**config.mk**
```make
export PLATFORM = sky130hd
export DESIGN_NAME = bit8_capture_fifo
export DESIGN_NICKNAME = d
export VERILOG_FILES = /design/src/rtl/bit8_capture_fifo.sv
export SDC_FILE = /design/constraint.sdc
export NUM_CORES = 1
export LEC_CHECK = 0
export ABC_AREA = 1
export CORE_UTILIZATION = 59
export CTS_CLUSTER_DIAMETER = 200
export DETAILED_ROUTE_END_ITERATION = 12
export PLACE_DENSITY = 0.86
export SETUP_SLACK_MARGIN = 0.4
export SLEW_MARGIN = 0
export SYNTH_ARGS = -nofsm -noshare
export SYNTH_HDL_FRONTEND = slang
export SYNTH_SLANG_ARGS = --single-unit
```
**constraint.sdc**
```tcl
create_clock -name clk -period 4.6 [get_ports clk]
set_input_delay 1.38 -clock clk [delete_from_list [all_inputs] [get_ports clk]]
set_output_delay 1.38 -clock clk [all_outputs]
set_load 0.01 [all_outputs]
```
**src/rtl/bit8_capture_fifo.sv**
```systemverilog
// rtl/bit8_capture_fifo.sv - circular capture FIFO for the 8-bit mux result
// Registered read port, count-based full/empty, sticky overflow/underflow flags.
module bit8_capture_fifo #(
  parameter int WIDTH = 8,
  parameter int DEPTH = 4,
  parameter int AW    = 2
) (
  input  logic             clk,
  input  logic             reset,
  input  logic             wr_en,
  input  logic [WIDTH-1:0] din,
  input  logic             rd_en,
  output logic [WIDTH-1:0] dout,
  output logic             dout_valid,
  output logic             full,
  output logic             empty,
  output logic [AW:0]      count,
  output logic             overflow,
  output logic             underflow
);

  localparam logic [AW:0] L_DEPTH = (AW+1)'(DEPTH);

  logic [WIDTH-1:0] r_mem [DEPTH];
  logic [AW-1:0]    r_wr_ptr;
  logic [AW-1:0]    r_rd_ptr;
  logic [AW:0]      r_count;
  logic [WIDTH-1:0] r_dout;
  logic             r_dout_valid;
  logic             r_overflow;
  logic             r_underflow;

  logic w_full;
  logic w_empty;
  logic w_do_wr;
  logic w_do_rd;

  assign w_full  = (r_count == L_DEPTH);
  assign w_empty = (r_count == '0);
  // A read at full frees a slot in the same edge, so the write may proceed.
  assign w_do_wr = wr_en & (~w_full | rd_en);
  assign w_do_rd = rd_en & ~w_empty;

  always_ff @(posedge clk) begin
    if (w_do_wr) begin
      r_mem[r_wr_ptr] <= din;
    end
  end

  always_ff @(posedge clk or negedge reset) begin
    if (!reset) begin
      r_wr_ptr     <= '0;
      r_rd_ptr     <= '0;
      r_count      <= '0;
      r_dout       <= '0;
      r_dout_valid <= 1'b0;
      r_overflow   <= 1'b0;
      r_underflow  <= 1'b0;
    end else begin
      r_dout_valid <= w_do_rd;
      if (w_do_wr) begin
        r_wr_ptr <= r_wr_ptr + 1'b1;
      end
      if (w_do_rd) begin
        r_dout   <= r_mem[r_rd_ptr];
        r_rd_ptr <= r_rd_ptr + 1'b1;
      end
      case ({w_do_wr, w_do_rd})
        2'b10:   r_count <= r_count + 1'b1;
        2'b01:   r_count <= r_count - 1'b1;
        default: r_count <= r_count;
      endcase
      if (wr_en & w_full & ~rd_en) begin
        r_overflow <= 1'b1;
      end
      if (rd_en & w_empty) begin
        r_underflow <= 1'b1;
      end
    end
  end

  assign dout       = r_dout;
  assign dout_valid = r_dout_valid;
  assign full       = w_full;
  assign empty      = w_empty;
  assign count      = r_count;
  assign overflow   = r_overflow;
  assign underflow  = r_underflow;

endmodule
```
==> reports/results.txt, run 1 <==
status -> finished clean
Hold Crit Class -> reg2reg
crit share post-route -> 0.652
DR iter-0 viols -> 64
Setup crit start -> rd_en
Die Y-Extent -> 64.3 microns
synth warn -> 0
WL/cell -> 12.4 microns
share of the synthesized area in the top cell type -> 0.419
final WL -> 3690 microns
reg-to-reg startpoint -> count[1]
CP Max Fanout -> 12
chip width -> 64.3 microns
Syn Nets -> 238
setup bufs post-CTS -> 0
DP Worst Slack -> 1.28 ns
synth cell count leaders -> 55 x nand2_1, 48 x inv_1, 32 x edfxtp_1
critical path endpoint -> count[2]
Root Buffer -> clkbuf_8
RSZ-0062 raised after global routing -> false
WP data arrival -> 3.19 ns
vias per cell -> 4.70
fmax -> 333 MHz
Req. time, crit path -> 4.79 ns
Final GP Congestion -> 0.797
worst clock skew -> 0.00320 ns
most numerous cell in the Yosys netlist -> nand2_1
row cnt -> 22
R2R depth -> 10
Worst VDD drop -> 354 uV
hold_buf cts -> 0
Crit path largest cell delay -> 0.52 ns
sequential fraction of the synthesis area -> 0.616
port bufs -> 27
worst slew margin relative to its limit -> 0.437
synthesized cell area -> 2290 sq um
Final Power -> 1.56 mW
antenna violations before repair -> 0
post-synth top area cell -> edfxtp_1
largest net degree at the start of global routing -> 19
Top Ports -> 28
register bit total from synthesis -> 50
Syn Inst Count -> 220
Crit Path Category -> in2reg
TritonCTS clock tree -> done
fillers -> 273
detailed-placement wirelength estimate -> 2590 microns
fin crit period -> 3.00 ns
Final Hold Fails -> 0
pwr dens -> 592 nW/um^2
Post-synth ARST share -> 0.360
final setup fails -> 0
top cell family by delay on the critical path -> buffers and inverters
Worst Max-Slew Pin Slew -> 0.841 ns
Buf+Inv Stages, Crit Path -> 3
vias in the first global route -> 1370
clock buffer depth -> 2
Worst Setup Start Kind -> input pin
main flop type after synthesis -> edfxtp_1
crit-path cells -> clkdlybuf4s50_1 -> nand2_4 -> inv_2 -> ha_1 -> inv_1 -> fa_1 -> nand2_1 -> nand3_1 -> xor2_1
DRC -> 0
total track usage -> 0.212
worst hold stages -> 1
clk_lat worst skew -> 0.30 ns
# diodes -> 0
Post-Syn Area per Cell -> 10.4 sq um
number of synthesized flops with an enable pin -> 32
CTS buffer count -> 5
global-route wire length before repair -> 6230 microns
routed vias -> 1401
Initial Util -> 0.621
global route total overflow -> 0
max-cap violations -> 0
die area -> 4140 sq um
Final ANT Viol Nets -> 0
drt first pass iters -> 4
area of the core -> 3690 sq um
synth-to-layout area growth -> 15.1%
clock slew at reported path FFs -> 0.08 ns
# resized after CTS -> 0
slack of the critical path -> 1.60 ns
R2R Path End -> count[2]
distinct cell type count of the synthesized netlist -> 24
dominant cells by area after synthesis -> edfxtp_1 42%, dfrtp_1 20%, nand2_1 9.0%
final net count -> 267
cell leakage power -> 1.24 nW
Crit. path cell count -> 9
H-tree depth -> 2
critical path endpoint category -> flip-flop
layout cells sized above 1 -> 0.120
Multi-input gate area -> 624 sq um
CP max stage cell -> clkdlybuf4s50_1
max-slew violation count -> 0
Storage cell area -> 1410 sq um
Clock Sinks -> 50
post-route setup TNS -> 0 ns
reg2reg setup slack -> 2.60 ns
[worst min-delay path by stage]
stage                      startpoint     endpoint  slack [ns]
after detailed placement     overflow     overflow        0.47
after global routing         overflow     overflow        0.51
after CTS                    overflow     overflow        0.49
after global placement      underflow    underflow        0.47
after floorplan           r_wr_ptr[1]  r_wr_ptr[1]        0.49
final                        overflow     overflow        0.49
[kinds of logic after synthesis]
kind of cell / synth area share
fa+ha+maj: 0.0360
flops: 0.616
compound gates: 0.0126
xor+xnor: 0.0153
buf+inv: 0.112
simple gates: 0.209
[layout by cell type, fill, tap and decap left out]
cell and n:
nand2_1 55, inv_1 48, edfxtp_1 32, clkdlybuf4s50_1 27, nand3_1 19, nand2_2 18
dfrtp_1 18, ha_1 5, clkbuf_8 5, nor2_1 4, clkbuf_1 3, nand2_4 2
xor2_1 2, xnor2_1 2, o21bai_1 2, nor2_4 1, inv_2 1, nand3_2 1
nor3_1 1, inv_6 1, o21ai_0 1, o21ai_2 1, fa_1 1
[stage by stage]
stage	instances	cell area [sq um]	utilization	hold slack [ns]
after CTS	298	2640	0.715	0.489
after floorplan	220	2290	-	0.492
after global routing	298	2640	0.715	0.505
final	298	2640	0.715	0.486
after detailed placement	290	2560	0.694	0.465
after global placement	290	2560	0.694	0.471
[report_power, final]
group	internal (mW)	total [mW]	switching, mW
registers	0.610	0.726	0.116
logic	0.268	0.601	0.333
clock network	0.108	0.235	0.127
total	0.986	1.56	0.576
[layout make-up]
type / count / area share
Timing Repair Buffer: 27 / 0.102
Inverter: 50 / 0.0730
Clock buffer: 8 / 0.0303
Multi-Input combinational cell: 115 / 0.237
Sequential cell: 50 / 0.535
Tap cell: 48 / 0.0228
[routing by layer]
layer,global-route usage,routed length (microns)
met5,0,0
met4,0.122,43
met3,0.0429,192
met2,0.329,1760
met1,0.275,1690
[sequential cells by signal, indices dropped and copies added (netlist names)]
signal	count
overflow	1
count	3
dout	8
underflow	1
dout_valid	1
r_mem	32
r_wr_ptr	2
r_rd_ptr	2
(Power assumes the default switching activity.)
==> run 2: changes to the inputs <==
--- a/config.mk
+++ b/config.mk
@@ -6,10 +6,10 @@
 export NUM_CORES = 1
 export LEC_CHECK = 0
 export ABC_AREA = 1
-export CORE_UTILIZATION = 59
+export CORE_UTILIZATION = 49
 export CTS_CLUSTER_DIAMETER = 200
 export DETAILED_ROUTE_END_ITERATION = 12
-export PLACE_DENSITY = 0.86
+export PLACE_DENSITY = 0.76
 export SETUP_SLACK_MARGIN = 0.4
 export SLEW_MARGIN = 0
 export SYNTH_ARGS = -nofsm -noshare
==> constraint.sdc (replaced) <==
create_clock -name clk -period 2.7 [get_ports clk]
set_input_delay 0.81 -clock clk [delete_from_list [all_inputs] [get_ports clk]]
set_output_delay 0.81 -clock clk [all_outputs]
set_load 0.01 [all_outputs]
==> run 2 against run 1 <==
Total power is 79% higher. Wire length is 7.1% higher. Final cell count grew 4.4%. Clock skew up 0.0025 ns. Non-clock buffer count up 9. First-iteration DRC count decreased by 48%. Critical endpoint is now count[0].
==> reports/results.txt, run 2 (synthesis results as in run 1) <==
sequential power share -> 0.441
global-route wire length before repair -> 6630 microns
detailed-placement wirelength estimate -> 2650 microns
Worst Max-Slew Pin Slew -> 0.705 ns
max-cap violations -> 0
post-route setup TNS -> 0 ns
Combinational Power Share -> 0.386
RSZ-0062 raised after global routing -> false
global route total overflow -> 0
DR iter-0 viols -> 33
die area -> 4960 sq um
worst hold stages -> 1
critical path endpoint category -> primary output
Reg with most FFs -> r_mem
clock buffer depth -> 2
Die Y-Extent -> 70.4 microns
commonest non-fill, non-tap cell in the layout -> nand2_1
port bufs -> 27
Hold Crit Class -> reg2reg
R2R Path End -> count[2]
design area -> 2740 sq um
Final GP Congestion -> 0.754
CP Max Fanout -> 3
final WL -> 3950 microns
DP Worst Slack -> 0.0100 ns
min-delay src -> underflow
vias per cell -> 4.70
Clock Sinks -> 50
fillers -> 348
R2R depth -> 9
row cnt -> 24
Initial Util -> 0.519
final net count -> 276
internal power -> 1.77 mW
slack of the critical path -> 0.532 ns
Hold Path Sink -> underflow
drt first pass iters -> 6
# diodes -> 0
layout cells sized above 1 -> 0.178
routed vias -> 1462
worst slew margin relative to its limit -> 0.530
largest net degree at the start of global routing -> 19
Crit Path Category -> reg2out
final setup fails -> 0
Root Buffer -> clkbuf_8
fin crit period -> 2.17 ns
Switching Fraction -> 0.366
DRC -> 0
net switching power -> 1.02 mW
crit share post-route -> 0.803
Worst VDD drop -> 507 uV
Final ANT Viol Nets -> 0
vias in the first global route -> 1402
WP data arrival -> 1.36 ns
placed cells -> 302
area post-placement -> 2620 sq um
chip width -> 70.4 microns
reg-to-reg startpoint -> count[0]
CTS buffer count -> 5
Final Hold Fails -> 0
synth-to-layout area growth -> 19.5%
max reg flops -> 32
hold_buf cts -> 0
clock slew at reported path FFs -> 0.09 ns
Worst Setup Start Kind -> flip-flop
clk_lat worst skew -> 0.30 ns
fmax -> 461 MHz
area of the core -> 4410 sq um
antenna violations before repair -> 0
status -> finished clean
max-slew violation count -> 0
cell leakage power -> 1.30 nW
Req. time, crit path -> 1.89 ns
TritonCTS clock tree -> done
pwr dens -> 1020 nW/um^2
H-tree depth -> 2
Clk pwr share -> 0.173
non-filler cells, final -> 311
WL/cell -> 12.7 microns
total track usage -> 0.178
worst clock skew -> 0.00571 ns
reg2reg setup slack -> 0.85 ns
WHS -> 0.490 ns
most frequent cells in the layout -> 55 x nand2_1, 46 x inv_1, 32 x edfxtp_1, 24 x clkdlybuf4s50_1, 19 x nand3_1
Top Ports -> 28
[run 2: timing repair]
| action | 4_1_cts | 5_1_grt |
|---|---|---|
| setup endpoints to repair | 3 | 0 |
| setup buffers | 1 | 0 |
| resized for setup | 7 | 0 |
[run 2: through the flow]
stage                      util  power [mW]
after floorplan               -        1.95
after global placement    0.594        2.28
after detailed placement  0.594        2.32
after CTS                 0.620        2.82
after global routing      0.620        3.00
final                     0.620        2.79
[run 2: power groups by stage]
stage,registers [mW],clock network (mW),logic [mW]
2_1_floorplan,1.21,0,0.740
3_3_place_gp,1.24,0,1.04
3_5_place_dp,1.25,0,1.07
4_1_cts,1.23,0.496,1.09
5_1_grt,1.26,0.528,1.22
6_report,1.23,0.484,1.08
[run 2: area by class of cell]
| type | count | area, sq um | share of cell area |
|---|---|---|---|
| Clock inverter | 2 | 15.0 | 0.00548 |
| Multi-Input combinational cell | 115 | 624 | 0.228 |
| Clock buffer | 6 | 93.8 | 0.0343 |
| Sequential cell | 50 | 1410 | 0.516 |
| Tap cell | 52 | 65.1 | 0.0238 |
| Inverter | 50 | 193 | 0.0704 |
| Timing Repair Buffer | 36 | 334 | 0.122 |
[run 2: critical path, stage by stage (launching register included)]
cell and delay (ns):
dfrtp_2 0.40, buf_4 0.13, clkdlybuf4s50_1 0.52
[run 2: routing by layer]
layer / track usage / vias up / part of all wire
li1: - / 743 / -
met1: 0.220 / 698 / 0.43
met2: 0.304 / 16 / 0.53
met3: 0.0303 / 5 / 0.022
met4: 0.0778 / 0 / 0.016
met5: 0 / - / 0
[run 2: how the worst max path moves through the flow]
stage	startpoint	end	slack, ns	cells past startpoint
detailed placement	rd_en	count[2]	0.01	10
global placement	rd_en	count[2]	0.11	10
CTS	count[0]	count[0]	0.52	2
floorplan	rd_en	count[2]	0.61	9
global route	rd_en	count[2]	0.44	11
finish	count[0]	count[0]	0.53	2
